### src/rtl/pulse_frame_sequencer.sv
`default_nettype none
// ============================================================================
// Module   : pulse_frame_sequencer
// Brief    : Per-frame timing sequencer for the fast-path control outputs
//            (optical switch, second IM gate, scope trigger). Produces three
//            programmable offset/width pulses inside a fixed-period frame,
//            started immediately or on an external frame sync, for a fixed
//            frame count or continuously.
// Revision : 1.0 - initial release
// ============================================================================
module pulse_frame_sequencer #(
    parameter int         CTR_W   = 16,
    parameter int         FCNT_W  = 16,
    parameter logic [2:0] OUT_INV = 3'b000
) (
    input  logic                 clk,
    input  logic                 rstn,
    input  logic                 go,
    input  logic                 stop,
    input  logic                 sync_en,
    input  logic                 frame_sync,
    input  logic [CTR_W-1:0]     frame_pd,
    input  logic [FCNT_W-1:0]    frame_num,
    input  logic [3*CTR_W-1:0]   ch_start,
    input  logic [3*CTR_W-1:0]   ch_width,
    output logic                 opsw_out,
    output logic                 im2_out,
    output logic                 trig_out,
    output logic                 frame_start,
    output logic                 busy,
    output logic                 done,
    output logic                 cfg_err,
    output logic [FCNT_W-1:0]    frames_done
);

    localparam logic [1:0] c_IDLE      = 2'd0;
    localparam logic [1:0] c_WAIT_SYNC = 2'd1;
    localparam logic [1:0] c_RUN       = 2'd2;
    localparam logic [1:0] c_DONE      = 2'd3;

    localparam logic [CTR_W-1:0] c_PD_MIN = CTR_W'(2);

    logic [1:0]          r_state;
    logic [1:0]          w_state_nxt;

    // Shadow copies of the run configuration, frozen at an accepted go
    logic [CTR_W-1:0]    r_pd;
    logic [FCNT_W-1:0]   r_num;
    logic [3*CTR_W-1:0]  r_start;
    logic [3*CTR_W-1:0]  r_width;

    logic [CTR_W-1:0]    r_fctr;
    logic [FCNT_W-1:0]   r_frames_done;
    logic                r_cfg_err;
    logic                r_fs_prev;

    logic [2:0]          r_out;
    logic                r_frame_start;
    logic                r_busy;
    logic                r_done;

    logic                w_go_ok;
    logic                w_go_bad;
    logic                w_sync_edge;
    logic                w_wrap;
    logic                w_last;
    logic                w_run_live;
    logic [FCNT_W-1:0]   w_fd_inc;
    logic [2:0]          w_act;

    // stop outranks go, so a go coincident with stop is not looked at at all
    assign w_go_ok     = go && !stop && (frame_pd >= c_PD_MIN);
    assign w_go_bad    = go && !stop && (frame_pd <  c_PD_MIN);
    assign w_sync_edge = frame_sync && !r_fs_prev;
    assign w_wrap      = (r_fctr == (r_pd - CTR_W'(1)));
    // Saturating increment keeps a continuous run from rolling the count over
    assign w_fd_inc    = (&r_frames_done) ? r_frames_done : (r_frames_done + FCNT_W'(1));
    assign w_last      = (r_num != '0) && (w_fd_inc == r_num);
    assign w_run_live  = (r_state == c_RUN) && !stop;

    // Window compare done one bit wider so start+width can never wrap; the
    // frame counter never exceeds frame_pd-1, which truncates long windows
    for (genvar k = 0; k < 3; k++) begin : g_ch
        logic [CTR_W:0] w_lo;
        logic [CTR_W:0] w_hi;
        logic [CTR_W:0] w_pos;
        assign w_lo     = {1'b0, r_start[k*CTR_W +: CTR_W]};
        assign w_hi     = w_lo + {1'b0, r_width[k*CTR_W +: CTR_W]};
        assign w_pos    = {1'b0, r_fctr};
        assign w_act[k] = (w_pos >= w_lo) && (w_pos < w_hi);
    end

    // State register
    always_ff @(posedge clk or negedge rstn) begin
        if (!rstn) begin
            r_state <= c_IDLE;
        end else begin
            r_state <= w_state_nxt;
        end
    end

    // Next-state decode
    always_comb begin
        w_state_nxt = r_state;
        case (r_state)
            c_IDLE: begin
                if (w_go_ok) begin
                    w_state_nxt = sync_en ? c_WAIT_SYNC : c_RUN;
                end
            end
            c_WAIT_SYNC: begin
                if (stop) begin
                    w_state_nxt = c_IDLE;
                end else if (w_sync_edge) begin
                    w_state_nxt = c_RUN;
                end
            end
            c_RUN: begin
                if (stop) begin
                    w_state_nxt = c_IDLE;
                end else if (w_wrap && w_last) begin
                    w_state_nxt = c_DONE;
                end
            end
            c_DONE: begin
                w_state_nxt = c_IDLE;
            end
            default: begin
                w_state_nxt = c_IDLE;
            end
        endcase
    end

    // Configuration capture, frame counter and completed-frame count
    always_ff @(posedge clk or negedge rstn) begin
        if (!rstn) begin
            r_pd          <= '0;
            r_num         <= '0;
            r_start       <= '0;
            r_width       <= '0;
            r_fctr        <= '0;
            r_frames_done <= '0;
            r_cfg_err     <= 1'b0;
            r_fs_prev     <= 1'b0;
        end else begin
            r_fs_prev <= frame_sync;
            case (r_state)
                c_IDLE: begin
                    if (w_go_ok) begin
                        r_pd          <= frame_pd;
                        r_num         <= frame_num;
                        r_start       <= ch_start;
                        r_width       <= ch_width;
                        r_fctr        <= '0;
                        r_frames_done <= '0;
                        r_cfg_err     <= 1'b0;
                    end else if (w_go_bad) begin
                        r_cfg_err <= 1'b1;
                    end
                end
                c_RUN: begin
                    if (!stop) begin
                        r_fctr <= w_wrap ? '0 : (r_fctr + CTR_W'(1));
                        if (w_wrap) begin
                            r_frames_done <= w_fd_inc;
                        end
                    end
                end
                default: begin
                end
            endcase
        end
    end

    // Registered outputs; channels idle at their inversion level outside RUN
    always_ff @(posedge clk or negedge rstn) begin
        if (!rstn) begin
            r_out         <= OUT_INV;
            r_frame_start <= 1'b0;
            r_busy        <= 1'b0;
            r_done        <= 1'b0;
        end else begin
            r_out         <= (w_act & {3{w_run_live}}) ^ OUT_INV;
            r_frame_start <= w_run_live && (r_fctr == '0);
            r_busy        <= (w_state_nxt == c_WAIT_SYNC) || (w_state_nxt == c_RUN);
            r_done        <= (w_state_nxt == c_DONE);
        end
    end

    assign opsw_out    = r_out[0];
    assign im2_out     = r_out[1];
    assign trig_out    = r_out[2];
    assign frame_start = r_frame_start;
    assign busy        = r_busy;
    assign done        = r_done;
    assign cfg_err     = r_cfg_err;
    assign frames_done = r_frames_done;

endmodule
`default_nettype wire

### config.mk
export PLATFORM = sky130hd
export DESIGN_NAME = pulse_frame_sequencer
export DESIGN_NICKNAME = d
export VERILOG_FILES = /design/src/rtl/pulse_frame_sequencer.sv
export SDC_FILE = /design/constraint.sdc
export NUM_CORES = 1
export LEC_CHECK = 0
export CAP_MARGIN = 10
export CORE_MARGIN = 1
export CORE_UTILIZATION = 34
export CTS_CLUSTER_DIAMETER = 100
export CTS_CLUSTER_SIZE = 10
export DETAILED_ROUTE_END_ITERATION = 12
export DONT_BUFFER_PORTS = 1
export GPL_ROUTABILITY_DRIVEN = 1
export GPL_TIMING_DRIVEN = 0
export SLEW_MARGIN = 10
export SYNTH_ARGS = -nofsm -noshare
export SYNTH_HDL_FRONTEND = slang
export SYNTH_SLANG_ARGS = --single-unit
### constraint.sdc
create_clock -name clk -period 4.8 [get_ports clk]
set_input_delay 0.72 -clock clk [delete_from_list [all_inputs] [get_ports clk]]
set_output_delay 0.72 -clock clk [all_outputs]
set_load 0.02 [all_outputs]
### After elaboration in Yosys (flattened, before gate mapping)

Cells that the tools add are included.

| word-level totals | value |
|---|---|
| bits in registers | 170 |
| latch bits | 0 |
| bits in writable memories | 0 |
| ROM bits | 0 |
| bits of input ports | 134 |
| output and inout bits | 23 |
| word-level logic and storage cells | 80 |
| memories | 0 |

| operators by class | value |
|---|---|
| $add $sub $neg | 6 |
| multiply operators | 0 |
| div/mod/pow operators | 0 |
| magnitude comparators | 8 |
| equality and inequality tests | 11 |
| shift operators | 0 |
| multiplexer cells | 17 |
| bitwise gates (word level) | 1 |
| reduce and logical (&&, ||, !) cells | 24 |

Operator list:

| kind | count |
|---|---|
| 16-bit 2-to-1 mux | 6 |
| 16-bit case mux with 2 select lines | 2 |
| 16-bit by 16-bit adder with 17-bit output | 3 |
| 16-bit by 17-bit less-than comparator with 1-bit output | 3 |
| 16-bit >= comparator | 3 |
| 16-bit by 1-bit adder with 16-bit output, second input constant | 2 |
| 16-bit == test | 2 |
| 16-bit by 2-bit >= comparator with 1-bit output, second input constant | 1 |
| 16-bit logical NOT | 1 |
| 16-bit by 2-bit less-than comparator with 1-bit output, second input constant | 1 |
| 16-bit AND reduction | 1 |
| 16-bit nonzero test | 1 |
| 16-bit by 1-bit subtractor with 16-bit output, second input constant | 1 |
| 2-bit 2-to-1 mux | 6 |
| 1-bit logical AND | 11 |
| 2-bit == test, second input constant | 4 |
| 2-bit case mux with 4 select lines | 1 |
| 2-bit != test, second input constant | 3 |
| 2-bit by 1-bit == test with 1-bit output, second input constant | 2 |
| 2-bit AND reduction | 2 |
| 4-bit AND reduction | 1 |
| 2-bit nonzero test | 2 |
| 3-bit bitwise AND | 1 |
| 3-bit AND reduction | 1 |
| other kinds (4) | 6 |

### Logic depth before layout (Yosys ltp)

Gate-level depths: netlist of run 1.

| depth | value |
|---|---|
| depth after elaboration | 10 |
| mapped depth | 19 |
| gate-level depth less buffers | 19 |

### Worst setup path after synthesis of run 1

OpenSTA, ideal clock, no wires.

| path | value |
|---|---|
| path type | register to register |
| start point | reg r_start[16] |
| end point | reg r_out[1] |
| setup time | 0.133 ns |
| data arrival time | 3.318 ns |
| data required time | 4.667 ns |
| slack | 1.349 ns |
| cell stages (with the launch flop) | 16 |
| buffers on the path | 0 |
| clock period less this slack | 3.451 ns |
| cells stage by stage | dfrtp_1 ha_1 fa_1 a21oi_1 o211ai_1 o41ai_1 o21ai_0 or4_1 a31oi_1 xor2_1 ha_1 o21ai_0 nand2b_1 a21oi_1 a211oi_1 a31oi_1 |

| between the ends | value |
|---|---|
| cells in the longest elaborated chain, start to end | 4 |
| elaborated cells on any way between the ends | 5 |
| classes of those cells | 1 x add/sub; 2 x order compare; 1 x bitwise; 1 x reduce/logical |

Ends and longest elaborated chain:

| what | RTL line | RTL |
|---|---|---|
| from (decl) | 49 | `logic [3*CTR_W-1:0] r_start;` |
| from (signal assigned) | 152 | `r_start <= ch_start;` |
| 16-bit by 16-bit adder with 17-bit output | 88 | `assign w_hi = w_lo + {1'b0, r_width[k*CTR_W +: CTR_W]};` |
| 16-bit by 17-bit less-than comparator with 1-bit output | 90 | `assign w_act[k] = (w_pos >= w_lo) && (w_pos < w_hi);` |
| 1-bit logical AND * | 90 |  |
| 3-bit bitwise AND * | 183 | `r_out <= (w_act & {3{w_run_live}}) ^ OUT_INV;` |
| to (signal assigned) | 183 |  |
| to (decl) | 57 | `logic [2:0] r_out;` |

Every way passes the cells marked *; elsewhere a longest branch is shown, timed or not.
A chain may end at the register's enable or synchronous reset.

### Final worst setup path of run 1

Same ends and word-level chain as after synthesis.

==> results of run 1 <==
-- worst max path at each step --
stage                          end  cells after the start  slack, ns
after CTS                 r_out[1]                     13       0.48
final                     r_out[1]                     13       0.47
after detailed placement  r_out[1]                     13       0.52
after global routing      r_out[1]                     13       0.24
after floorplan           r_out[1]                     15       1.35
after global placement        busy                      8       0.60
-- layer usage --
layer	vias to the layer above	GRT usage [%]
met5	-	0
met4	8	4.70
met3	32	5.16
met2	203	32.1
met1	4793	24.9
li1	4759	-
-- timing repair --
action                                  4_1_cts  5_1_grt
hold buffers                                  1        0
endpoints found under the setup margin        0        0
hold endpoints to repair                    170        0
-- layout make-up --
| type | instances | area share [%] |
|---|---|---|
| clock buffers | 19 | 3.37 |
| clock inverters | 13 | 1.17 |
| repair buffers | 1 | 0.205 |
| well taps | 461 | 4.30 |
| flip-flops and latches | 170 | 31.7 |
| plain buffers | 50 | 1.61 |
| multi-input cells | 1003 | 55.6 |
| diodes | 3 | 0.0559 |
| inverters | 71 | 1.99 |
-- cells in the mapped netlist, drive strengths merged, types with 4 or more instances --
cell	count	area share [%]
mux2i	4	0.33
clkbuf	36	1.1
buf	14	0.67
inv	71	2.2
nand3b	4	0.25
nor4	24	1.5
nand2	115	3.6
dfrtp	170	35
o211a	4	0.33
o21a	15	0.92
and4	7	0.50
nand3	35	1.4
xor2	46	3.3
nand2b	19	0.97
or2	7	0.36
mux2	80	7.4
o21ai	104	4.3
nor2b	11	0.56
o211ai	9	0.55
nand4	25	1.3
ha	146	15
and2	8	0.42
nor3	33	1.4
nor2	63	1.9
a211oi	11	0.68
a21oi	46	1.9
or3	8	0.41
a2111oi	8	0.63
o22ai	7	0.36
or4	5	0.34
and3	14	0.72
o21bai	7	0.43
o311ai	5	0.36
a31oi	16	0.82
a21o	24	1.5
xnor2	41	2.9
-- critical path, cell delays in order, from the launching register on --
cell and delay [ns]:
dfrtp_1 0.41, ha_1 0.26, fa_1 0.41, a21oi_1 0.21, o211ai_1 0.16, o41ai_1 0.61
o21ai_0 0.29, or4_1 0.46, a31oi_1 0.27, xor2_1 0.12, ha_1 0.20, nor4_1 0.36
o2111ai_1 0.20, a31oi_1 0.25
-- cell families (layout without fill, tap and decap cells) --
kind of cell,after synthesis,count (layout),synth area share [%]
simple gates,388,388,16.3
compound gates,295,295,15.5
flops,170,170,34.9
fa+ha+maj,149,149,15.5
buf+inv,121,154,3.96
xor+xnor,87,87,6.24
mux,84,84,7.71
other cells,0,3,0
-- report_power, final --
group          switching, mW  leakage, nW  total, mW  internal [mW]
registers              0.244         2.11       1.94           1.70
clock network          0.660        0.299       1.47          0.811
logic                   1.23         3.55       2.27           1.04
-- registers in the layout, indices dropped and copies added (netlist names) --
register	cells
r_start	48
r_fs_prev	1
r_num	16
r_fctr	16
r_out	3
cfg_err	1
busy	1
r_width	48
frame_start	1
frames_done	16
done	1
r_pd	16
r_state	2
-- per-stage QoR --
stage	area [um2]	hold WS [ns]	worst slack [ns]	util [%]
finish	13400	0.275	0.471	37.8
global route	13400	0.280	0.239	37.8
CTS	13400	0.284	0.485	37.8
detailed placement	12800	0.430	0.517	36.0
global placement	12800	0.428	0.595	36.0
floorplan	12200	0.424	1.35	-
==> results.md, run 1 <==
- The run finished with clean final reports.
- The multi-input combinational cells in the finished layout cover a total of 0.00747 mm2.
- The filler cells instantiated in the layout total 3564.
- In this run the count of I/O pins placed on the die edge is roughly 160.
- For the worst-skew pair, the clock arrives at the later sink with an insertion delay of between 0.4 and 0.5 ns.
- The synthesis-to-layout area growth is 10.0%.
- The detailed-routed wire length on met2 is 16.7 mm.
- IR analysis of the VDD net gives a maximum drop of between 0.3 and 0.4 mV.
- At the pin with the least slew margin, the transition time is 1.09 ns.
- The mapped cell area is 0.0122 mm2.
- In this run the clock root is driven by a clkbuf_16.
- The wire length on met3 is approximately 2.1 mm.
- In this run the standard cell core region covers 0.0355 mm2.
- Entering global routing, the biggest net connects 171 pins.
- The endpoint identified for the worst register-to-register timing path is r_out[1].
- The power per unit of standard cell area is 424 mW/mm2.
- Once the clock tree was built, the resizer swapped 0 gates to a different size.
- The final setup violation count is 0.
- Summed over all failing endpoints, the final setup total negative slack is 0 ns.
- The path depth of the worst reg2reg path is 13.
- The detailed-route vias per instance is 5.47.
- STA puts the critical path data required time at 5.15 ns.
- In the layout the commonest cells are dfrtp_1 (170), ha_1 (146), nand2_1 (114), o21ai_0 (101), mux2_2 (80).
- After global routing the overflow that remains totals 0.
- The global-route usage over all layers is 19.4%.
- Of the available clock period, the critical path in the final layout requires between 90% and 100%.
- The count of placed standard cells including taps is around 1800.
- The remaining antenna violation count after routing is 0.
- The buffer count from post-CTS setup fixing is 0.
- Summed over all nets, the half-perimeter wirelength after detailed placement is between 20 and 30 mm.
- The startpoint identified for the worst register-to-register timing path is r_start[16].
- The net count after synthesis is 1577.
- Across the routed clock network, the largest skew measured is 0.0157 ns.
- The type of the tightest min-delay check is in2async.
- The number of synthesis warnings is 0.
- The dominant register cell in the synthesized netlist is dfrtp_1.
- Yosys mapped a number of flops with a built-in enable equal to 0.
- The die covers about 0.037 mm2.
- The peak clock frequency supported by timing is 0.231 GHz.
- The worst path arrival time is about 4.7 ns.
- The H-tree generated during clock tree synthesis spans 4 levels.
- Excluding fillers, the count of instances in the completed layout stands at 1791.
- In the final routed layout, each cell accounts on average for just under 20 um.
- After detailed routing, the number of remaining DRC violations is 0.
- Of all flip-flops after synthesis, the portion carrying an async set or reset was 100%.
- The sequential standard cell area is 0.00425 mm2.
- The worst-path maximum fanout is 3.
- For this run, the register share of the synthesized area comes to roughly a third.
- Counting along the longest clock path gives a buffer depth of 2.
- The most frequent standard cell in the layout excluding fill and tap cells is dfrtp_1.
- The initial detailed-routing violation count is a little under 500.
- The number of antenna violations at the first check in global routing is 7.
- The post-route total power is 5.69 mW.
- The total wirelength of the detailed-routed design is between 30 and 40 mm.
- The first-pass GRT wire length is 54.0 mm.
- The y dimension of the die is 191 um.
- The first TritonRoute pass finished after 5 iterations.
- The number of buffers added on ports is 0.
- The category of the most critical setup path is reg2reg.
- The critical path startpoint category is a register.
- The static leakage is just under 6 nW.
- The number of max-cap violations is 0.
- The max-slew violation count is 0.
- The shortest clock period the worst path allows after layout is 4.33 ns.
- The length of routed wiring on met1 is 15.8 mm.
- The congestion estimate from routability-driven global placement came to 0.909.
- The remaining max-slew budget at the tightest pin is 27.1%.
- The total via count after detailed routing is 9795.
- Tracing the worst setup path back leads to its startpoint at r_start[16].
- In this run the core area contains 69 standard-cell rows.
- The number of CTS-inserted buffers is 17.
- The synthesized design contains 170 register bits.
- The number of different library cells used by synthesis comes to 73.
- Setup repair after global routing left no endpoint under its margin.
- After clock tree synthesis, the clock-pin slew on the worst setup and hold paths is 0.07 ns.
- Counting every sink on the clock net gives 170.
- Once the floorplan was initialized, standard cells occupied ~34% of the core.
- The via count of the first global-routing pass is 9620.
- STA classifies the critical path endpoint as a register.
- The number of cells produced by synthesis is between 1000 and 1500.
- The count of endpoints failing hold in the final timing report is 0.
- The die span in x is 191 um.
- Setup slack on the worst reg-to-reg path comes out at 0.47 ns.
- At the end of the flow, the number of nets in the layout was 1597.
- The post-synthesis average cell area is between 9 and 10 um2.
- The fraction of layout cells with a size suffix above 1 is 10.4%.
- TritonCTS built the clock tree.
- The top routing layer in use is met5.
(Power assumes the default switching activity.)
==> inputs of run 2 (changes only) <==
Settings changed: CORE_UTILIZATION 34 to 38, GPL_ROUTABILITY_DRIVEN 1 to 0.
==> results.md, run 2 (same netlist as run 1, synthesis figures left out) <==
- The worst setup path is launched from a register.
- The placeable core region is 0.0316 mm2.
- Hold timing on the final database bottoms out at a slack of 0.303 ns.
- The number of CTS-inserted buffers is 17.
- The cell class contributing the biggest share of worst-path delay is compound AO/OA/AOI/OAI gates.
- The number of levels in the clock H-tree is 4.
- The largest stage delay on the critical path is 0.61 ns.
- The via count of the first global-routing pass was slightly below 10000.
- The starting density of the core is approximately two fifths.
- The required time reported for the critical path endpoint is 5.15 ns.
- The post-route cell area is 0.0134 mm2.
- The clock passes through at most 2 buffers.
- TritonCTS built the clock tree.
- Relative to the synthesized area, the layout overhead comes to 9.50%.
- The setup slack of the most critical reg-to-reg path is roughly 0.62 ns.
- The number of sinks on the clock net is 170.
- The peak clock frequency supported by timing is ~0.24 GHz.
- The share of the core filled with cells in the final layout is 42.3%.
- The critical register-to-register path endpoint is r_out[1].
- Walking the worst path, the cells encountered are ha_1 > fa_1 > a21oi_1 > o211ai_1 > o41ai_1 > o21ai_0 > or4_1 > a31oi_1 > xor2_1 > ha_1 > nor4_1 > o2111ai_1 > a31oi_1.
- For this block, the initial DRC count from the detailed router was 583.
- The critical path contains buffers and inverters numbering 0 combined.
- The shortest clock period the worst path allows after layout is roughly 4.2 ns.
- In this run the worst path has a maximum fanout of 3.
- The total via count after detailed routing is about 10000.
- The worst min-delay path startpoint is frame_sync.
- The terminating pin of the worst hold path is r_fs_prev.
- The endpoint type of the worst setup path is a register.
- The critical path crosses 13 cells after its start point.
- The post-CTS resize count is 0.
- The buffer count from post-CTS setup fixing is 0.
- The type of the tightest min-delay check is in2reg.
- In the final layout, the registers with the most flip-flops are r_start: 48 flops, r_width: 48 flops.
- In the routed design, unresolved DRC markers number 0.
- The power per unit of standard cell area is 427 mW/mm2.
- Row generation in the floorplan step produced 65 rows.
- The global-route usage over all layers is 21.1%.
- Across the run, the number of max-cap violations was 0.
- The post-route total power is 5.70 mW.
- The library cell contributing the largest single delay on the critical path is o41ai_1.
- Buffers placed on the I/O ports in this run total 0.
- The post-placement cell area is 0.0127 mm2.
- The count of endpoints failing hold in the final timing report came to 0.
- For the pin with the worst max-slew slack, the measured transition is 0.910 ns.
- Of the total power, the share spent switching nets is around 37%.
- Pin placement for this block handled 157 I/O pins.
- For the final database, setup skew stands at 0.0153 ns.
- Of the total power, combinational logic draws 39.5%.
- In this run the critical register-to-register path is launched from r_width[16].
- The final setup violation count is 0.
- The max-slew violation count was 0.
- The number of antenna violations at the first check in global routing is 5.
- Setup total negative slack on the finished layout was measured at 0 ns.
- The worst path arrival time is 4.53 ns.
- CTS placed an instance of clkbuf_16 at the clock tree root.
- The path depth of the worst reg2reg path is 13.
- The analysis attributes to cell leakage a power of 5.96 nW.
- After clock tree synthesis, the clock-pin slew on the worst setup and hold paths is 0.07 ns.
- Setup repair after global routing left no endpoint under its margin.
- Dividing the final minimum period by the clock period gives 87.0%.
- The top cell types in the final layout, fill and taps aside, are dfrtp_1 (170), ha_1 (146), nand2_1 (114), o21ai_0 (101), mux2_2 (80).
- After detailed routing, the total wire length is 33.6 mm.
- The clock network burns 26.4% of the power.
- The die covers 0.0328 mm2.
- The overall overflow remaining after global route is 0.
- For this design the total switching power over the nets is 2.11 mW.
- The number of nets in the layout is 1597.
- The run finished with clean final reports.
- The peak supply drop is between 0.2 and 0.3 mV.
- Once detailed placement completed, the half-perimeter wirelength came to 24.9 mm.
- The critical path in this run is classified as reg2reg.
- Entering global routing, the biggest net connects 171 pins.
- The pre-antenna-repair detailed-routing pass consisted of 5 iterations.
- Once detail routing completed, the nets flagged for antenna violations numbered 0.
- The wire length per cell is 19.4 um.
- The remaining max-slew budget at the tightest pin is 39.1%.
- The y dimension of the die is 181 um.
- The detailed-route vias per instance is 5.64.
- Leaving out fill and tap cells, the most frequent cell in the layout is dfrtp_1.
- The die span in x is ~180 um.
- The first global-routing pass estimated 53.6 mm of wire.
- The number of instances on the worst hold path is 0.
- Per report_power, the sequential group accounts for between 30 and 40% of the total.
- The fraction of layout cells with a size suffix above 1 is 10.3%.
- The clock reaches the later pin of the worst-skew pair after 0.46 ns.
- The layout has 3081 filler cells.
- The internal power consumption is 3.59 mW.
run 2: changes by cell type in the layout (fill, tap and decap cells not counted):
cell | before | now
inv_8 | 2 | 1
clkbuf_8 | 2 | 1
clkinv_2 | 1 | 0
clkbuf_1 | 36 | 37
inv_6 | 5 | 6
bufinv_16 | 2 | 3
run 2: how the worst max path moves through the flow:
stage / start / endpoint / slack [ns]
global placement: stop / busy / 0.52
floorplan: r_start[16] / r_out[1] / 1.35
finish: r_width[16] / r_out[1] / 0.62
detailed placement: stop / busy / 0.55
CTS: r_start[16] / r_out[1] / 0.69
global route: r_start[16] / r_out[1] / 0.23
run 2: area by class of cell:
type | instances | area, um2 | share of cell area [%]
inverters | 71 | 267 | 1.99
clock buffers | 19 | 443 | 3.31
well taps | 402 | 503 | 3.76
diodes | 3 | 7.51 | 0.0562
flip-flops and latches | 170 | 4250 | 31.8
clock inverters | 13 | 179 | 1.34
repair buffers | 1 | 27.5 | 0.206
plain buffers | 50 | 216 | 1.62
multi-input cells | 1003 | 7470 | 55.9
run 2: worst reg2reg max path: cells and delay by family, from the launching register on:
kind	cells	cell delay [ns]
AOI/OAI and AO/OA	7	1.95
DFF	1	0.41
adders and majority gates	3	0.87
and+or+nand+nor	2	0.73
xor gates and xnor gates	1	0.12
run 2: what timing repair did:
action	CTS	global route
hold buffers	1	0
hold endpoints to repair	170	0
endpoints found under the setup margin	0	0
run 2: routing by layer:
| layer | wire [um] | global-route usage (%) | part of all wire (%) |
|---|---|---|---|
| met1 | 15100 | 26.8 | 45 |
| met3 | 1990 | 5.36 | 5.9 |
| met2 | 15900 | 35.2 | 47 |
| met4 | 620 | 5.83 | 1.8 |
| met5 | 28 | 0 | 0.083 |
run 2: power groups by stage:
stage                     registers, mW  clock network [mW]  logic, mW
after CTS                          1.95                1.54       2.27
after global placement             1.97                   0       2.16
after global routing               1.98                1.60       2.58
final                              1.94                1.51       2.26
after detailed placement           1.97                   0       2.21
after floorplan                    1.88                   0       1.80
run 2: stage by stage:
| step | setup WS, ns | std cells |
|---|---|---|
| detailed placement | 0.553 | 1696 |
| global route | 0.229 | 1729 |
| floorplan | 1.35 | 1294 |
| global placement | 0.516 | 1696 |
| CTS | 0.687 | 1729 |
| finish | 0.625 | 1732 |
==> inputs of run 3 (changes only) <==
Settings changed: REMOVE_ABC_BUFFERS set to 1.
==> results.md, run 3 (same netlist as run 1, synthesis figures left out) <==
- The fraction of layout cells with a size suffix above 1 is 11.0%.
- The final clock period utilization by the worst path is 88.1%.
- The clock slew seen by the registers of the worst setup and hold paths is roughly 0.080 ns.
- The post-route DRC violation count is 0.
- After global routing the overflow that remains totals 0.
- The wire length per cell is 18.8 um.
- The post-route cell area is 0.0134 mm2.
- In this run the vertical extent of the chip is 181 um.
- STA puts the critical path data required time at 5.15 ns.
- The number of sinks on the clock net is 170.
- The critical path startpoint category is a register.
- The peak clock frequency supported by timing is 0.236 GHz.
- The starting density of the core is 38.7%.
- The filler cell count in the final layout is 3080.
- Across the routed clock network, the largest skew measured is around 0.015 ns.
- Across the run, the number of max-cap violations was 0.
- In the final layout, flip-flops and latches occupy between 0.004 and 0.005 mm2.
- The synthesis-to-layout area growth is 9.43%.
- The largest registers in the layout are r_start: 48 flops, r_width: 48 flops.
- After the flow finishes, the layout carries non-filler instances totaling 1689.
- Summed over all cells, the static leakage comes to approximately 6 nW.
- Once placement completed, the tool counted placed cells totaling about 1700.
- The die outline area is 0.0328 mm2.
- The multi-input combinational cells in the finished layout cover a total of 0.00749 mm2.
- The clock root buffer is clkbuf_16.
- Walking the worst path, the cells encountered are ha_1 > fa_1 > a21oi_1 > o211ai_1 > o41ai_1 > o21ai_0 > or4_1 > a31oi_1 > xor2_1 > ha_1 > nor4_1 > o2111ai_1 > a31oi_1.
- Setup repair after global routing left no endpoint under its margin.
- Counting along the longest clock path gives a buffer depth of 2.
- roughly 160 I/O pins were placed.
- The count of endpoints failing hold in the final timing report is 0.
- In this run the remaining antenna-violating nets after routing total 0.
- On the critical path, the stage with the largest delay is an instance of o41ai_1.
- The half-perimeter wire length of the detailed placement result is 23.2 mm.
- During placement, the flow inserted port buffers numbering 0.
- The first routing iteration left around 530 violations.
- The first-pass iteration count of the detailed router is 6.
- After detailed placement, the total cell area comes to 0.0127 mm2.
- For this run, the post-layout net count is about 1600.
- The via count of the first global-routing pass is around 9800.
- The placement row count is 65.
- The largest stage delay on the critical path is 0.58 ns.
- The first-pass GRT wire length is 51.9 mm.
- In this run the worst path has a maximum fanout of 3.
- The worst setup path is captured at a register.
- Across every metal layer, demand over resource in global routing totals ~20%.
- For flop-to-flop paths, the worst setup slack is 0.57 ns.
- The flow ran to the end, and the final reports show no timing, DRC or antenna violations.
- Once the clock tree was built, the setup fixing pass inserted 0 buffers.
- In the layout the commonest cells are dfrtp_1 (170), ha_1 (146), nand2_1 (114), o21ai_0 (101), mux2_2 (80).
- The critical path buffer and inverter count is 0.
- Leaving out fill and tap cells, the most frequent cell in the layout is dfrtp_1.
- The total via count after detailed routing is 9645.
- The placeable core region is 0.0316 mm2.
- The peak supply drop is 0.286 mV.
- The category of the most critical setup path is reg2reg.
- The total wirelength of the detailed-routed design is 31.8 mm.
- The smallest clock period supported by the final layout is computed as 4.23 ns.
- Among cell families on the critical path, the largest total delay comes from compound AO/OA/AOI/OAI gates.
- Entering global routing, the biggest net connects 171 pins.
- The worst path arrival time is around 4.6 ns.
- The TritonCTS clock tree is built.
- The type of the tightest min-delay check is in2async.
- The die is 181 um wide.
- Setup violations remaining at the end of the flow were counted as 0.
- The clock tree synthesis step divided the H-tree into 4 levels.
- The number of clock buffers added by TritonCTS is 17.
- The number of antenna violations at the first check in global routing is 2.
- Using the TritonRoute via totals, the vias-per-cell ratio works out to 5.71.
- The max-slew violation count is 0.
- At the later pin of the worst-skew pair, clock insertion delay measures 0.46 ns.
- For the pin with the worst max-slew slack, the measured transition is 1.04 ns.
- For this design the ratio of total power to cell area is 420 mW/mm2.
- The remaining max-slew budget at the tightest pin is 30.7%.
==> run 3: layout make-up <==
class / count / share of cell area (%)
multi-input combinational: 1003 / 56.1
sequential: 170 / 31.9
tap: 402 / 3.77
clock buffer: 18 / 3.29
inverter: 71 / 2.00
timing repair buffer: 10 / 1.87
clock inverter: 14 / 1.11
antenna: 1 / 0.0187
==> run 3: path summary, 6_finish.rpt <==
kind	startpoint	to	cells after the start
setup reg to reg	r_start[16]	r_out[1]	13
hold / removal	rstn	r_start[22]	1
max in group asynchronous	rstn	r_num[2]	1
min in group clk	frame_sync	r_fs_prev	0
hold reg to reg	r_width[4]	r_width[4]	1
setup / recovery	r_start[16]	r_out[1]	13
==> run 3: metal layers <==
metal	global-route usage (%)	part of all wire [%]	wire length (um)	vias up
met5	0	0	0	-
met4	6.95	2.2	703	0
met3	4.50	5.3	1690	38
met2	32.5	46	14700	247
met1	26.5	46	14700	4672
li1	-	-	-	4688
==> run 3: worst register-to-register path, stage by stage (launching register included) <==
cell and delay (ns):
dfrtp_1 0.42, ha_1 0.25, fa_1 0.41, a21oi_1 0.20, o211ai_1 0.16, o41ai_1 0.58, o21ai_0 0.26, or4_1 0.44
a31oi_1 0.27, xor2_1 0.12, ha_1 0.20, nor4_1 0.33, o2111ai_1 0.21, a31oi_1 0.27
==> run 3: power by group <==
group / internal [mW] / total, mW / switching [mW]
clock network: 0.709 / 1.41 / 0.704
logic: 1.06 / 2.24 / 1.18
registers: 1.70 / 1.96 / 0.260
==> run 3: metrics by stage <==
step / util, % / power, mW / setup TNS (ns) / hold slack, ns / setup slack, ns
3_5_place_dp: 40.4 / 4.18 / 0 / 0.431 / 0.642
6_report: 42.3 / 5.61 / 0 / 0.147 / 0.571
3_3_place_gp: 39.6 / 4.17 / -1650.11 / 0.430 / -15.24
4_1_cts: 42.3 / 5.66 / 0 / 0.253 / 0.592
2_1_floorplan: - / 3.72 / -857.78 / 0.424 / -7.64
5_1_grt: 42.3 / 6.08 / 0 / 0.246 / 0.292
==> run 3: repair_timing <==
| action | 4_1_cts | 5_1_grt |
|---|---|---|
| hold buffers | 1 | 0 |
| gates resized for setup | 0 | 0 |
| hold endpoints to repair | 170 | 0 |
